--- src/rtl/sram_like_arbiter.sv ---
// Two-master sram-like arbiter (m1 data over m0 inst) with grant lock and an in-order source FIFO for response routing.
// Optional build macro SRAM_ARB_RR_EN switches idle arbitration to round-robin.
module sram_like_arbiter #(
  parameter int DEPTH = 4,
  parameter int PTR_W = 2
) (
  input  logic             clk,
  input  logic             resetn,
  input  logic             m0_req,
  input  logic             m0_wr,
  input  logic [1:0]       m0_size,
  input  logic [3:0]       m0_wstrb,
  input  logic [31:0]      m0_addr,
  input  logic [31:0]      m0_wdata,
  output logic             m0_addr_ok,
  output logic             m0_data_ok,
  output logic [31:0]      m0_rdata,
  input  logic             m1_req,
  input  logic             m1_wr,
  input  logic [1:0]       m1_size,
  input  logic [3:0]       m1_wstrb,
  input  logic [31:0]      m1_addr,
  input  logic [31:0]      m1_wdata,
  output logic             m1_addr_ok,
  output logic             m1_data_ok,
  output logic [31:0]      m1_rdata,
  output logic             s_req,
  output logic             s_wr,
  output logic [1:0]       s_size,
  output logic [3:0]       s_wstrb,
  output logic [31:0]      s_addr,
  output logic [31:0]      s_wdata,
  input  logic             s_addr_ok,
  input  logic             s_data_ok,
  input  logic [31:0]      s_rdata,
  output logic [PTR_W:0]   outstanding,
  output logic             err_spurious
);

  typedef enum logic [1:0] {IDLE, LOCK0, LOCK1} state_t;

  state_t             r_state;
  logic [DEPTH-1:0]   r_src;
  logic [PTR_W-1:0]   r_wptr;
  logic [PTR_W-1:0]   r_rptr;
  logic [PTR_W:0]     r_count;
  logic               r_err;
`ifdef SRAM_ARB_RR_EN
  logic               r_last;
`endif

  logic w_full;
  logic w_gnt_vld;
  logic w_gnt;
  logic w_hs;
  logic w_pop;
  logic w_head;

  // A lock whose master has dropped req falls through to normal idle arbitration.
  always_comb begin
    w_gnt_vld = 1'b0;
    w_gnt     = 1'b0;
    if (r_state == LOCK0 && m0_req) begin
      w_gnt_vld = 1'b1;
      w_gnt     = 1'b0;
    end else if (r_state == LOCK1 && m1_req) begin
      w_gnt_vld = 1'b1;
      w_gnt     = 1'b1;
    end else begin
`ifdef SRAM_ARB_RR_EN
      if (m0_req && m1_req) begin
        w_gnt_vld = 1'b1;
        w_gnt     = ~r_last;
      end else if (m1_req) begin
`else
      if (m1_req) begin
`endif
        w_gnt_vld = 1'b1;
        w_gnt     = 1'b1;
      end else if (m0_req) begin
        w_gnt_vld = 1'b1;
        w_gnt     = 1'b0;
      end
    end
    if (!resetn) begin
      w_gnt_vld = 1'b0;
    end
  end

  assign w_full  = (r_count == (PTR_W+1)'(DEPTH));
  assign s_req   = w_gnt_vld & ~w_full;
  assign s_wr    = w_gnt_vld & (w_gnt ? m1_wr : m0_wr);
  assign s_size  = w_gnt_vld ? (w_gnt ? m1_size  : m0_size)  : 2'b0;
  assign s_wstrb = w_gnt_vld ? (w_gnt ? m1_wstrb : m0_wstrb) : 4'b0;
  assign s_addr  = w_gnt_vld ? (w_gnt ? m1_addr  : m0_addr)  : 32'b0;
  assign s_wdata = w_gnt_vld ? (w_gnt ? m1_wdata : m0_wdata) : 32'b0;

  assign w_hs       = s_req & s_addr_ok;
  assign m0_addr_ok = w_hs & ~w_gnt;
  assign m1_addr_ok = w_hs &  w_gnt;

  assign w_pop      = resetn & s_data_ok & (r_count != '0);
  assign w_head     = r_src[r_rptr];
  assign m0_data_ok = w_pop & ~w_head;
  assign m1_data_ok = w_pop &  w_head;
  assign m0_rdata   = s_rdata;
  assign m1_rdata   = s_rdata;

  assign outstanding  = r_count;
  assign err_spurious = r_err;

  always_ff @(posedge clk) begin
    if (!resetn) begin
      r_state <= IDLE;
      r_src   <= '0;
      r_wptr  <= '0;
      r_rptr  <= '0;
      r_count <= '0;
      r_err   <= 1'b0;
`ifdef SRAM_ARB_RR_EN
      r_last  <= 1'b0;
`endif
    end else begin
      if (w_hs) begin
        r_src[r_wptr] <= w_gnt;
        r_wptr        <= r_wptr + 1'b1;
      end
      if (w_pop) begin
        r_rptr <= r_rptr + 1'b1;
      end
      case ({w_hs, w_pop})
        2'b10:   r_count <= r_count + 1'b1;
        2'b01:   r_count <= r_count - 1'b1;
        default: r_count <= r_count;
      endcase
      if (s_data_ok && r_count == '0) begin
        r_err <= 1'b1;
      end
      // Stay on the granted master until its request is accepted.
      if (w_gnt_vld && !w_hs) begin
        r_state <= w_gnt ? LOCK1 : LOCK0;
      end else begin
        r_state <= IDLE;
      end
`ifdef SRAM_ARB_RR_EN
      if (w_hs) begin
        r_last <= w_gnt;
      end
`endif
    end
  end

endmodule

--- config.mk ---
export PLATFORM = sky130hd
export DESIGN_NAME = sram_like_arbiter
export DESIGN_NICKNAME = d
export VERILOG_FILES = /design/src/rtl/sram_like_arbiter.sv
export SDC_FILE = /design/constraint.sdc
export NUM_CORES = 1
export LEC_CHECK = 0
export ABC_AREA = 1
export BUFFER_PORTS_ARGS = -buffer_cell sky130_fd_sc_hd__buf_2
export CAP_MARGIN = 15
export CORE_AREA = 5 5 122 124
export DETAILED_ROUTE_END_ITERATION = 8
export DIE_AREA = 0 0 127 129
export PLACE_DENSITY_LB_ADDON = 0.25
export SLEW_MARGIN = 20
export SYNTH_ARGS = -nofsm -noshare
export SYNTH_HDL_FRONTEND = slang
export SYNTH_SLANG_ARGS = --single-unit
--- constraint.sdc ---
create_clock -name clk -period 2.4 [get_ports clk]
set_clock_uncertainty 0.05 [all_clocks]
set_input_delay 0.48 -clock clk [delete_from_list [all_inputs] [get_ports clk]]
set_output_delay 0.48 -clock clk [all_outputs]
set_load 0.05 [all_outputs]
; After elaboration in Yosys (flattened, before gate mapping)
; Index checks and enable logic that the tools add are counted.
[totals]
register_bits = 14
latch_bits = 0
ramBits = 0
romBits = 0
wordCells = 64
mem_count = 0
[op_classes]
n_addsub = 4
n_mul = 0
n_div = 0
magnitude_cmp = 3
eq_ne = 5
n_shift = 0
n_mux = 24
bitwise_logic = 12
reduce_logical = 10
[ops]
columns = op, n
row1 = two-way mux 32 bit, 4
row2 = two-way mux 1 bit, 11
row3 = bitwise AND 1 bit, 9
row4 = two-way mux 4 bit, 2
row5 = "< comparator 2 x 3 -> 1 bit, second input constant", 2
row6 = two-way mux 2 bit, 3
row7 = case mux 3 bit (2 select lines), 1
row8 = logical AND 1 bit, 5
row9 = "adder 2 x 1 -> 2 bit, second input constant", 2
row10 = bitwise mux 4 bit, 1
row11 = "== test 2 x 1 -> 1 bit, second input constant", 2
row12 = "== test 2 bit, second input constant", 2
row13 = "adder 3 x 1 -> 3 bit, second input constant", 1
row14 = "== test 3 bit, second input constant", 1
row15 = zero test 3 bit, 1
row16 = NOT 1 bit, 3
row17 = nonzero test 3 bit, 1
row18 = "subtractor 3 x 1 -> 3 bit, second input constant", 1
row19 = binary-select mux 1 bit (select 2 bit), 1
row20 = demux 1 bit (select 2 bit), 1
row21 = "greater-or-equal comparator 2 x 1 -> 1 bit, second input constant", 1
row22 = AND reduction 2 bit, 1
row23 = nonzero test 2 bit, 1
row24 = zero test 1 bit, 1

; Logic depth before layout (Yosys ltp)
[logic_depth]
word_depth = 10
depth_mapped = 13
depth_no_buf = 12

; Least setup slack after synthesis
; No wires, ideal clock.
[synth_path]
path_kind = register -> output
start = register r_count[0], in the netlist outstanding[0]
end = output m0_addr_ok
t_arrival_ns = 1.835
required_time_ns = 1.870
slack_ns = 0.035
stages_incl_launch_ff = 6
cell_sequence = dfxtp_1 -> nor2_1 -> nand2_1 -> nand3_2 -> buf_6 -> nor2_1
[synth_via]
elab_chain_len = 5
[synth_lines]
columns = item, line
row1 = start: declaration, 46  ; logic [PTR_W:0] r_count;
row2 = start signal: assignment, 132  ; 2'b10: r_count <= r_count + 1'b1;
row3 = start signal: assignment, 133  ; 2'b01: r_count <= r_count - 1'b1;
row4 = start signal: assignment, 134  ; default: r_count <= r_count;
row5 = == test 3 bit, 90  ; assign w_full = (r_count == (PTR_W+1)'(DEPTH));
row6 = NOT 1 bit, 91  ; assign s_req = w_gnt_vld & ~w_full;
row7 = bitwise AND 1 bit, 91
row8 = bitwise AND 1 bit, 98  ; assign w_hs = s_req & s_addr_ok;
row9 = bitwise AND 1 bit, 99  ; assign m0_addr_ok = w_hs & ~w_gnt;
row10 = end: declaration, 15  ; output logic m0_addr_ok,
; No other way between the ends.

; Worst setup path in the final report
[layout_path]
start = input m0_req
end = output s_wdata[2]
[layout_via]
elab_chain_len = 6
word_cells_on_any_way = 9
cone_classes = mux (8) / reduce/logical (1)
[layout_lines]
columns = item, line
row1 = start: declaration, 9  ; input logic m0_req,
row2 = two-way mux 1 bit, 80  ; end else if (m0_req) begin
row3 = two-way mux 1 bit, 76  ; if (m1_req) begin
row4 = two-way mux 1 bit, 66  ; end else if (r_state == LOCK1 && m1_req) begin
row5 = two-way mux 1 bit, 63  ; if (r_state == LOCK0 && m0_req) begin
row6 = two-way mux 1 bit, 85  ; if (!resetn) begin
row7 = two-way mux 32 bit *, 96  ; assign s_wdata = w_gnt_vld ? (w_gnt ? m1_wdata : m0_wdata) : 32'b0;
row8 = end: declaration, 32  ; output logic [31:0] s_wdata,
; Mark *: on every way between the ends. The rest lies on a longest branch, timed or not.

==> flow_metrics.py <==
metrics = {
    "run_status": {
        "status": "completed",
    },
    "critical_path": {
        "reg2reg_from": "outstanding[1]",
        "rr_worst_depth": 11,
        "r2r_end": "outstanding[2]",
        "critPathMaxFanout": 38,
        "cp-start-kind": "input port",
        "worstSetupPathType": "in -> out",
        "path_cells": "buf_2 > nand3b_1 > nand2_2 > inv_2 > buf_12 > nor2_1 > nor2_1 > clkbuf_4",
        "worstPathArrival_ns": 1.71,
        "r2r_slack_ns": 0.50,
        "cpMostUsedCell": "nor2_1",
        "critPathBufInv": 4,
        "endpoint_kind": "output port",
        "critPathTopFamily": "buffers and inverters",
        "cp.required_ns": 1.87,
        "critPathSlowestCell": "clkbuf_4",
        "slowest_delay_ns": 0.26,
    },
    "worst_hold_path": {
        "hp-class": "reg -> reg",
        "hold_end": "err_spurious",
        "min_from": "err_spurious",
        "hold_depth": 2,
    },
    "final_layout": {
        "nets": 752,
        "syn2layout_area_growth_pct": 44.6,
        "drive_gt1_share_pct": 43.7,
        "fin_cells": 745,
        "final_area_um2": 3290,
        "diodes": 0,
    },
    "drt": {
        "routed_wirelength_um": 10600,
        "drc": 0,
        "ant_nets": 0,
        "routedWlPerCell_um": 14.3,
        "drt_iter0_drc": 83,
        "firstDrtPassIters": 4,
        "viasPerCell": 3.97,
        "num_vias": 2961,
    },
    "timing": {
        "fin_setup_tns_ns": 0,
        "finalMaxSlewViolations": 0,
        "max_freq_mhz": 447,
        "timing.hold.ws_ns": 0.421,
        "finalSetupViolCount": 0,
        "slew_headroom_pct": 77.2,
        "min_period_over_period_pct": 93.2,
        "worstMarginPinSlew_ns": 0.340,
        "min_period_ns": 2.24,
        "rsz0062_at_grt": "false",
        "hold_viol_final": 0,
    },
    "clocking": {
        "cts_root_buf": "clkbuf_16",
        "cts_setup_buffers": 0,
        "clock_latency_ns": 0.25,
        "clock_path_buffers": 2,
        "clk_pin_slew_worst_paths_ns": 0.05,
        "numCtsBuffers": 3,
        "cts_tree": "built",
        "htreeDepth": 1,
        "cts_sinks": 14,
    },
    "power": {
        "finalPower_w": 0.00146,
        "p_sw_share_pct": 48.3,
        "vdd_drop_max_mv": 0.348,
        "powerDensity_nw_per_um2": 444,
        "p_leak_nw": 1.83,
        "combPwrFrac_pct": 58.4,
        "p_int_w": 0.000756,
        "seq_power_share_pct": 17.5,
        "clockPowerShare_pct": 24.1,
        "p_switching_w": 0.000706,
    },
    "global_routing": {
        "grt.total_usage_pct": 11.7,
        "grt_max_degree": 43,
        "antenna_found_initial": 0,
        "first_global_vias": 2814,
        "grt_pass1_wl_um": 15400,
        "gr-total-overflow": 0,
    },
    "floorplan": {
        "num_io_pins": 324,
        "initial_utilization_pct": 16.7,
        "rows": 43,
        "dieArea_um2": 16400,
        "die_w_um": 127,
        "core_area_um2": 13700,
        "die_y_um": 129,
    },
    "flow_run": {
        "maxCapViolCount": 0,
    },
    "yosys": {
        "syn_area_per_cell_um2": 5.51,
        "synthesis.instances": 413,
        "synth-simple-area-share_pct": 33.7,
        "ys_ff_latch": 14,
        "synth-compound-area-share_pct": 19.8,
        "syn_area_um2": 2280,
        "synth_fp_nets": 599,
        "synth_adder_area_share_pct": 3.63,
        "yosysWarnings": 0,
        "synthXorXnorAreaFrac_pct": 0,
        "synthMuxAreaShare_pct": 0,
        "seq_area_frac_synth_pct": 12.3,
        "synth_top_family_by_area": "simple AND/OR/NAND/NOR gates",
        "synth_cell_types": 21,
    },
    "placement": {
        "dpl_cell_area_um2": 3190,
        "dp_hpwl_um": 8770,
        "port_buffers": 227,
        "globalplace.congestion": 0.754,
        "place_inst": 741,
    },
}
==> cell usage in the layout (no fill, tap or decap), types with 3 or more instances in the layout <==
cell	count
nand3_1	3
buf_12	7
buf_2	222
o21ai_1	28
nor2_1	160
dfxtp_1	14
clkbuf_4	3
a21oi_1	10
buf_4	5
nand4_1	4
ha_1	5
o21ai_0	52
inv_1	19
clkbuf_16	3
nand2_1	20
==> cell usage after synthesis <==
cell        n  area share [%]
nor2_1    161              27
buf_6       1            0.49
inv_2       1            0.16
o21ai_0    52              11
nand3_1     3            0.66
o21ai_1    28             6.2
and2_1      1            0.28
nand2_1    21             3.5
buf_2      11             2.4
buf_4      69              23
ha_1        5             2.7
nand3b_1    1            0.33
inv_1      19             3.1
fa_1        1            0.88
a21oi_1    10             2.2
nand3_2     1            0.44
dfxtp_1    14              12
nor2_8      1            0.88
inv_4       1            0.28
nand4_1     4             1.1
clkbuf_1    8             1.3
==> repair_timing <==
action                                  CTS  global route
endpoints found under the setup margin    0             4
gates resized for setup                   0             4
hold buffers                              0             0
==> worst min-delay path: stages, from the launching register on <==
cell	delay (ns)
dfxtp_1	0.32
nand2_1	0.04
o21ai_0	0.07
==> sequential cells by signal, summed over array words and instances (netlist names) <==
name and count:
r_src 4, r_rptr 2, r_state 2, err_spurious 1, r_wptr 2, outstanding 3
==> per-layer routing <==
layer	vias to the layer above	wire length [um]	global-route usage [%]
li1	1545	-	-
met2	172	5250	20.7
met5	-	0	0
met4	0	97	2.27
met3	13	1190	4.23
met1	1231	4110	13.7
==> through the flow <==
stage	setup slack, ns	util, %
after floorplan	0.0349	-
after global placement	0.0942	23.4
after detailed placement	0.0994	23.4
after CTS	0.101	24.0
after global routing	0.00424	24.1
final	0.164	24.1
==> layout make-up <==
| cell class | instances | area [um^2] |
|---|---|---|
| inverters | 21 | 81.3 |
| fillers | 1636 | 10400 |
| well taps | 180 | 225 |
| flip-flops and latches | 14 | 280 |
| clock buffers | 4 | 88.8 |
| multi-input cells | 289 | 1310 |
| repair buffers | 237 | 1310 |
==> kinds of logic after synthesis <==
family	after synthesis
AOI/OAI and AO/OA	90
adders and majority gates	6
and+or+nand+nor	193
DFF	14
buffers and inverters	110
==> worst max-delay path by stage <==
| stage | startpoint | end | slack [ns] | cells after the start |
|---|---|---|---|---|
| floorplan | outstanding[0] | m0_addr_ok | 0.03 | 5 |
| global placement | m0_req | s_wdata[2] | 0.09 | 8 |
| CTS | m0_req | s_wdata[2] | 0.10 | 8 |
| finish | m0_req | s_wdata[2] | 0.16 | 8 |
| global route | r_state[1] | s_wdata[0] | 0.004 | 7 |
| detailed placement | m0_req | s_wdata[2] | 0.1 | 8 |
==> power by group through the flow <==
stage,Sequential (W),Combinational (W),Clock (W)
after floorplan,0.000282,0.000829,0
after global placement,0.000261,0.000864,0
after detailed placement,0.000261,0.000859,0
after CTS,0.000256,0.000863,0.000360
after global routing,0.000258,0.000922,0.000372
final,0.000256,0.000854,0.000352
No activity file was read; power rests on OpenSTA's default activity.
